## src/rtl/imem_loader.sv

```systemverilog
// Boot-time instruction memory loader: framed byte stream to 32-bit words.
// Holds the core in reset until a frame with a good checksum is written.
module imem_loader #(
    parameter int ADDR_WIDTH = 8,
    parameter int MEM_WORDS  = 256
) (
    input  logic                  clk,
    input  logic                  rst,
    input  logic                  rx_valid,
    input  logic [7:0]            rx_data,
    output logic                  rx_ready,
    output logic                  mem_we,
    output logic [ADDR_WIDTH-1:0] mem_waddr,
    output logic [31:0]           mem_wdata,
    output logic                  core_rst,
    output logic                  busy,
    output logic                  done,
    output logic                  err
);

    typedef enum logic [2:0] {
        IDLE, CNT_LO, CNT_HI, DATA, CHECK, DONE, ERR
    } state_t;

    localparam logic [7:0]  SYNC  = 8'hA5;
    localparam logic [16:0] MAX_N = 17'(MEM_WORDS);

    state_t      state;
    logic [15:0] count;
    logic [15:0] word_idx;
    logic [1:0]  byte_idx;
    logic [23:0] wbuf;
    logic [7:0]  acc;
    logic        take;
    logic [15:0] n_next;

    assign take   = rx_valid && rx_ready;
    assign n_next = {rx_data, count[7:0]};

    always_comb begin
        rx_ready = 1'b0;
        busy     = 1'b0;
        unique case (state)
            IDLE:                       rx_ready = 1'b1;
            CNT_LO, CNT_HI, DATA, CHECK: begin
                rx_ready = 1'b1;
                busy     = 1'b1;
            end
            default: ;
        endcase
    end

    always_ff @(posedge clk) begin
        if (rst) begin
            state     <= IDLE;
            count     <= '0;
            word_idx  <= '0;
            byte_idx  <= '0;
            wbuf      <= '0;
            acc       <= '0;
            mem_we    <= 1'b0;
            mem_waddr <= '0;
            mem_wdata <= '0;
            core_rst  <= 1'b1;
            done      <= 1'b0;
            err       <= 1'b0;
        end else begin
            mem_we <= 1'b0;
            if (take) begin
                unique case (state)
                    IDLE: begin
                        if (rx_data == SYNC)
                            state <= CNT_LO;
                    end
                    CNT_LO: begin
                        count[7:0] <= rx_data;
                        state      <= CNT_HI;
                    end
                    CNT_HI: begin
                        count    <= n_next;
                        word_idx <= '0;
                        byte_idx <= '0;
                        acc      <= '0;
                        if ({1'b0, n_next} > MAX_N) begin
                            err   <= 1'b1;
                            state <= ERR;
                        end else if (n_next == 16'd0) begin
                            state <= CHECK;
                        end else begin
                            state <= DATA;
                        end
                    end
                    DATA: begin
                        acc      <= acc ^ rx_data;
                        byte_idx <= byte_idx + 2'd1;
                        if (byte_idx == 2'd3) begin
                            mem_we    <= 1'b1;
                            mem_waddr <= word_idx[ADDR_WIDTH-1:0];
                            mem_wdata <= {rx_data, wbuf};
                            word_idx  <= word_idx + 16'd1;
                            if (word_idx == count - 16'd1)
                                state <= CHECK;
                        end else begin
                            wbuf[byte_idx*8 +: 8] <= rx_data;
                        end
                    end
                    CHECK: begin
                        if (rx_data == acc) begin
                            done     <= 1'b1;
                            core_rst <= 1'b0;
                            state    <= DONE;
                        end else begin
                            err   <= 1'b1;
                            state <= ERR;
                        end
                    end
                    default: ;
                endcase
            end
        end
    end

endmodule

```

## config.mk

```make
export PLATFORM = sky130hd
export DESIGN_NAME = imem_loader
export DESIGN_NICKNAME = d
export VERILOG_FILES = /design/src/rtl/imem_loader.sv
export SDC_FILE = /design/constraint.sdc
export NUM_CORES = 1
export LEC_CHECK = 0
export CORE_MARGIN = 2
export CORE_UTILIZATION = 59
export DETAILED_ROUTE_END_ITERATION = 16
export PLACE_DENSITY = 0.89
export SLEW_MARGIN = 40
export SYNTH_ARGS = -nofsm -noshare
export SYNTH_HDL_FRONTEND = slang
export SYNTH_SLANG_ARGS = --single-unit
```

## constraint.sdc

```tcl
create_clock -name clk -period 7.5 [get_ports clk]
set_clock_uncertainty 0.1 [all_clocks]
set_input_delay 0.75 -clock clk [delete_from_list [all_inputs] [get_ports clk]]
set_output_delay 0.75 -clock clk [all_outputs]
set_load 0.01 [all_outputs]
```

# --- Yosys cells after proc, flatten, opt, wreduce, memory -nomap -nowiden ---
# Index checks and enable logic that the tools add are counted.
op_classes:
  n_addsub: 4
  n_lt_le_gt_ge: 1
  eq_ne: 13
  n_shift: 2
  mux: 18
  bitwise_logic: 4
  n_reduce_logical: 18
op_table:
  columns: ["operator", "n"]
  rows:
  - ["negator 5 -> 34 bit", 1]
  - ["variable shift 8 x 34 -> 24 bit, first input constant", 1]
  - ["variable part select 8 x 34 -> 24 bit", 1]
  - ["case mux 16 bit (2 select lines)", 1]
  - ["bitwise mux 24 bit", 1]
  - ["adder 16 x 1 -> 16 bit, second input constant", 1]
  - ["== test 16 bit", 1]
  - ["greater-than comparator 16 x 9 -> 1 bit, second input constant", 1]
  - ["logical NOT 16 bit", 1]
  - ["two-way mux 16 bit", 1]
  - ["case mux 8 bit (2 select lines)", 1]
  - ["subtractor 16 x 1 -> 16 bit, second input constant", 1]
  - ["two-way mux 3 bit", 5]
  - ["case mux 3 bit (5 select lines)", 1]
  - ["AND reduction 3 bit", 4]
  - ["inequality test 2 bit, second input constant", 5]
  - ["== test 8 bit", 1]
  - ["== test 8 bit, second input constant", 1]
  - ["XOR 8 bit", 1]
  - ["== test 3 x 2 -> 1 bit, second input constant", 2]
  - ["AND reduction 2 bit", 3]
  - ["two-way mux 1 bit", 5]
  - ["AND reduction 5 bit", 1]
  - ["nonzero test 5 bit", 1]
  - ["15 further kinds", 18]
word_totals:
  register_bits: 113
  inputBits: 11
  output_inout_bits: 46
  word_cells: 73

# --- Longest topological paths before layout ---
depth:
  ltp_word: 6
  ltp_mapped: 8
  depth_no_buf: 8

# --- Worst setup path before layout ---
# Ideal clock, no wire load.
synth_path:
  path_kind: "input port to flip-flop"
  startpoint: "input rx_data[1]"
  endpoint: "register state[2]"
  setup_time_ns: 0.123
  arrival_time_ns: 2.574
  required_ns: 7.277
  path_slack_ns: 4.702
  stages: 7
  path_buffers: 1
  path_cell_list: "clkbuf_1 -> or4_1 -> o21a_1 -> a311oi_1 -> o2111ai_1 -> nor4_4 -> mux2_1"
synth_via:
  elab_chain_len: 4
  elab_cells_between_ends: 8
  cone_classes: "order compare (1); eq/ne (2); mux (3); reduce/logical (2)"
synth_rtl:
  columns: ["item", "line_no", "rtl"]
  rows:
  - ["from (decl)", "10", "input logic [7:0] rx_data,"]
  - ["parallel branches: the longest is 4 deep, another holds greater-than comparator 16 x 9 -> 1 bit", null, null]
  - ["to (signal assigned)", "73", "state <= CNT_LO;"]
  - ["to (signal assigned)", "86", "state <= ERR;"]
  - ["to (signal assigned)", "88", "state <= CHECK;"]
  - ["to (decl)", "28", "state_t state;"]
# Several ways; the timed one is not identified.
# A chain may end at the register's enable or synchronous reset.

# --- Final worst setup path ---
layout_path:
  startpoint: "input rx_data[1]"
  endpoint: "register state[0]"
# Same word-level chain as after synthesis.

==> metrics <==
Power Dens Cells=284 nW/um^2; top_reg_cell synth=dfxtp_1; fmax=between 300 and 400 MHz; Avg WL per Cell=16.6 um; post-synth top area share=0.439; Core Footprint=8590 um^2; Slew headroom=0.522; unrepaired setup endpoints after global routing=false; cts repair resizes=0; Post-synth top cells=nand2_1, dfxtp_1, a21oi_1; Worst setup EP type=flop; final count of hold timing violations=0; area grow syn2layout=21.8%; Setup CP Type=in -> reg; first-pass GRT wire length=22.1 mm; Nets=710; layout cells sized above 1=0.0625; largest net degree at the start of global routing=102; CP arrival=~3.4 ns; top-count cell post-synth=nand2_1; status=completed; root buf cell=clkbuf_8; gr usage total=0.290; Mapped Nets=around 680; register area share after synthesis=0.439; dpl ws=3.98 ns; worst path required time=7.84 ns; Final ANT Viol Nets=0; post-route cell area=about 6300 um^2; GRT overflow=0; vias in the first global route=4716; CTS Hold Buffers Added=0; reg2reg setup slack=roughly 4.6 ns; IO buf count=between 50 and 60; die area=9500 um^2; final wirelength=13.5 mm; area leader, netlist=dfxtp_1; minimum clock period=3.04 ns; worst slew pin tran=0.718 ns; Die H=97.5 um; post-placement cell area=5700 um^2; met2 Usage GRT=0.492; Avg Cell Area, Syn=7.83 um^2; hold slack=0.348 ns; Syn Std Cell Area=5150 um^2; DR DRC count=0; final period utilization=0.406; post-route setup slack=about 4.5 ns; Clock Latency Late Sink=0.52 ns; Slew Viols, Final=0; P_leak=2.14 nW; class of the worst hold path=reg -> reg; TritonCTS clock tree=yes; TritonRoute pass-1 iters=5; async set or reset register ratio after synthesis=0; crit path launch type=primary input; Setup violations, final=0; count of boundary I/O pins=57; initial antenna violation count=0; Post-synth EDFFs=0; cell count after synthesis=658; Post-CTS Setup Inserts=0; gr busiest metal=met2; FP Rows=34; HPWL after DPL=8.74 mm; clk sinks=~110; Worst-path clk slew=0.06 ns; via count=around 4900; drt via density=6.03; global-route track usage on met3=0.0777; initial DRC count=353; max_cap viols=0; gpl congestion=0.883; VDD IR max=0.166 mV; Syn. warnings=0; Die X-Extent=about 97 um; distinct cell type count after synthesis=51; GRT met1 Usage=0.336; initial core utilization=0.600; diode count=0; level count of the clock H-tree=4; CTS Buffer Depth=2; largest cells by area after synthesis=dfxtp_1, nand2_1, a21oi_1; flops & latches, synth=113; Max FO, Critical Path=10; total CTS buffers=17; Post-Route Setup TNS=0 ns
## where the power goes
group | total, mW | internal [mW] | leakage [nW] | switching, mW
sequential | 0.666 | 0.622 | 0.910 | 0.0442
combinational | 0.363 | 0.151 | 0.967 | 0.212
clock | 0.753 | 0.447 | 0.264 | 0.306
total | 1.78 | 1.22 | 2.14 | 0.562
## critical path, cell delays in order
cell             delay [ns]
clkdlybuf4s50_1        0.66
or4_1                  0.65
nor4_1                 0.38
nand3_1                0.20
and2_1                 0.20
or3_1                  0.30
a211oi_1               0.23
## path summary, 6_finish.rpt
kind / start / to / cells past startpoint
max: rx_data[1] / state[0]$_SDFFE_PP0P_ / 7
min: done$_SDFFE_PP0P_ / done$_SDFFE_PP0P_ / 2
max reg2reg: count[0]$_SDFFE_PP0P_ / state[2]$_SDFFE_PP0P_ / 8
min reg2reg: done$_SDFFE_PP0P_ / done$_SDFFE_PP0P_ / 2
## layer usage
| layer | wire length (um) | vias up | share of wire |
|---|---|---|---|
| met5 | 0 | - | 0 |
| met4 | 463 | 0 | 0.034 |
| met3 | 959 | 51 | 0.071 |
| met2 | 6840 | 219 | 0.51 |
| met1 | 5220 | 2295 | 0.39 |
| li1 | - | 2329 | - |
## cells by family (layout without fill, tap and decap cells)
group / Yosys count / in the layout / synth area share
muxes: 10 / 10 / 0.0197
and+or+nand+nor: 299 / 299 / 0.269
adders and majority gates: 8 / 8 / 0.0194
AOI/OAI and AO/OA: 137 / 137 / 0.150
DFF: 113 / 113 / 0.439
xor gates and xnor gates: 36 / 36 / 0.0612
buffers and inverters: 55 / 101 / 0.0418
## cells in the final DEF, fill, tap and decap left out, drive strengths merged, types with 2 or more instances in the layout
| master | count |
|---|---|
| a211oi | 5 |
| a21o | 5 |
| a21oi | 92 |
| a311oi | 2 |
| and2 | 4 |
| and3 | 9 |
| and3b | 2 |
| buf | 4 |
| clkbuf | 17 |
| clkdlybuf4s50 | 55 |
| clkinv | 4 |
| clkinvlp | 4 |
| dfxtp | 113 |
| ha | 8 |
| inv | 16 |
| mux2i | 9 |
| nand2 | 142 |
| nand2b | 4 |
| nand3 | 33 |
| nand3b | 2 |
| nand4 | 13 |
| nor2 | 50 |
| nor2b | 3 |
| nor3 | 11 |
| nor3b | 3 |
| nor4 | 7 |
| nor4b | 3 |
| o211ai | 3 |
| o21ai | 16 |
| o2bb2ai | 2 |
| o31ai | 2 |
| or3 | 5 |
| or4 | 4 |
| xnor2 | 23 |
| xor2 | 13 |
## layout make-up
cell class	count	area, um^2
clock inverters	15	150
multi-input cells	490	2690
flip-flops and latches	113	2260
well taps	108	135
clock buffers	17	414
repair buffers	59	582
inverters	10	37.5
fillers	612	2320
## per-stage QoR
stage / util / std cells / power [mW]
6_report: 0.730 / 812 / 1.78
5_1_grt: 0.730 / 812 / 1.86
4_1_cts: 0.729 / 812 / 1.77
3_5_place_dp: 0.663 / 780 / 1.03
3_3_place_gp: 0.662 / 780 / 1.01
2_1_floorplan: - / 658 / 0.939
## flip-flops by register name, summed over array words and instances, names as in the netlist, 2 cells and up
register   flops
acc            8
byte_idx       2
count         16
mem_waddr      8
mem_wdata     32
state          3
wbuf          24
word_idx      16
(Power assumes the default switching activity.)
==> RTL change, RTL diff (same flow settings) <==
The parameter `ADDR_WIDTH` goes from 8 to 9.
--- a/src/rtl/imem_loader.sv
+++ b/src/rtl/imem_loader.sv
@@ -1,7 +1,7 @@
 // Boot-time instruction memory loader: framed byte stream to 32-bit words.
 // Holds the core in reset until a frame with a good checksum is written.
 module imem_loader #(
-    parameter int ADDR_WIDTH = 8,
+    parameter int ADDR_WIDTH = 9,
     parameter int MEM_WORDS  = 256
 ) (
     input  logic                  clk,
Ports: changed (resized mem_waddr); port bits go from 57 to 58. No check against the original RTL was run, so the function may have changed too.
==> RTL change against the unedited design <==
  * Sequential share of layout area is 0.096 points higher
  * Setup slack gained 0.13 ns
  * Sequential cell count grew 1
  * Critical path type unchanged
  * Synthesized area increased by 0.97%
  * Routed wire length fell by 1.8%
  * Final cell count rose by 0.86%
  * Total power rose by 1.2%
  * Design area rose by 0.62%
==> RTL change: results (changes against the unedited design) <==
| Metric | Value |
|---|---|
| Met2 Wirelength | 6530 um (-4.5%) |
| Worst slew margin | 47.1% (-5.0 points) |
| Number of port buffers | 57 (+1.8%) |
| Gr usage total | 27.9% (-1.1 points) |
| Most frequent cells after synthesis | nand2_1, dfxtp_1, a21oi_1, nor2_1, clkbuf_1 |
| Number of global-route vias before repair | 4,788 (+1.5%) |
| Cells after Synth | 663 (+0.76%) |
| Share of cells above drive strength 1 | 6.89% (+0.64 points) |
| Place WS | 4.11 ns (+0.132 ns) |
| Multi-In Gates | 495 (+1.0%) |
| Routed vias/inst | 5.94 (-1.5%) |
| First-pass GRT wire length | 21,900 um (-1.1%) |
| M1 WL | 5330 um (+2.1%) |
| Iteration-0 DRC count of the detailed router | 488 (+38%) |
| Post-Place Cells | 787 (+0.90%) |
| GPL Wtd Cong | 0.866 (-1.9%) |
| Area Overhead vs Synth | 21.3% |
| CTS Sinks | 114 (+0.88%) |
| Post-Layout Cell Count | 819 (+0.86%) |
| Data buffer area share | 9.49% (+0.22 points) |
| M3 GR Usage | 7.73% (-0.039 points) |
| Met2 GRT Util | 46.8% (-2.4 points) |
| Synth cell types | 50 (-2.0%) |
| Syn_area_per_cell | 7.85 um2 (+0.21%) |
| Bufs w/o clock | 61 (+3.4%) |
| Inverters excl. clock | 9 (-1) |
| Routed WL | 13,200 um (-1.8%) |
| Sequential power share | 37.7% (+0.3 points) |
| Status | complete, no violations |
==> RTL change: worst paths after layout <==
kind	from	endpoint	slack (ns)	depth (start not counted)
hold reg to reg	wbuf[1]$_SDFFE_PP0P_	mem_wdata[1]$_SDFFE_PP0P_	0.35	2
setup reg to reg	state[0]$_SDFFE_PP0P_	word_idx[0]$_SDFFE_PP0P_	4.69	7
hold / removal	wbuf[1]$_SDFFE_PP0P_	mem_wdata[1]$_SDFFE_PP0P_	0.35	2
setup / recovery	rx_data[1]	state[1]$_SDFFE_PP0P_	4.59	7
==> RTL change: kinds of logic (layout without fill, tap and decap cells) <==
group	count (synthesis)	after routing	synth area share, %
XOR/XNOR	39	39	6.56
flip-flops	114	114	43.9
AO/OA/AOI/OAI	134	134	14.7
AND/OR/NAND/NOR	308	308	27.4
multiplexers	6	6	1.15
adder cells (fa/ha/maj)	8	8	1.92
buffers and inverters	54	102	4.35
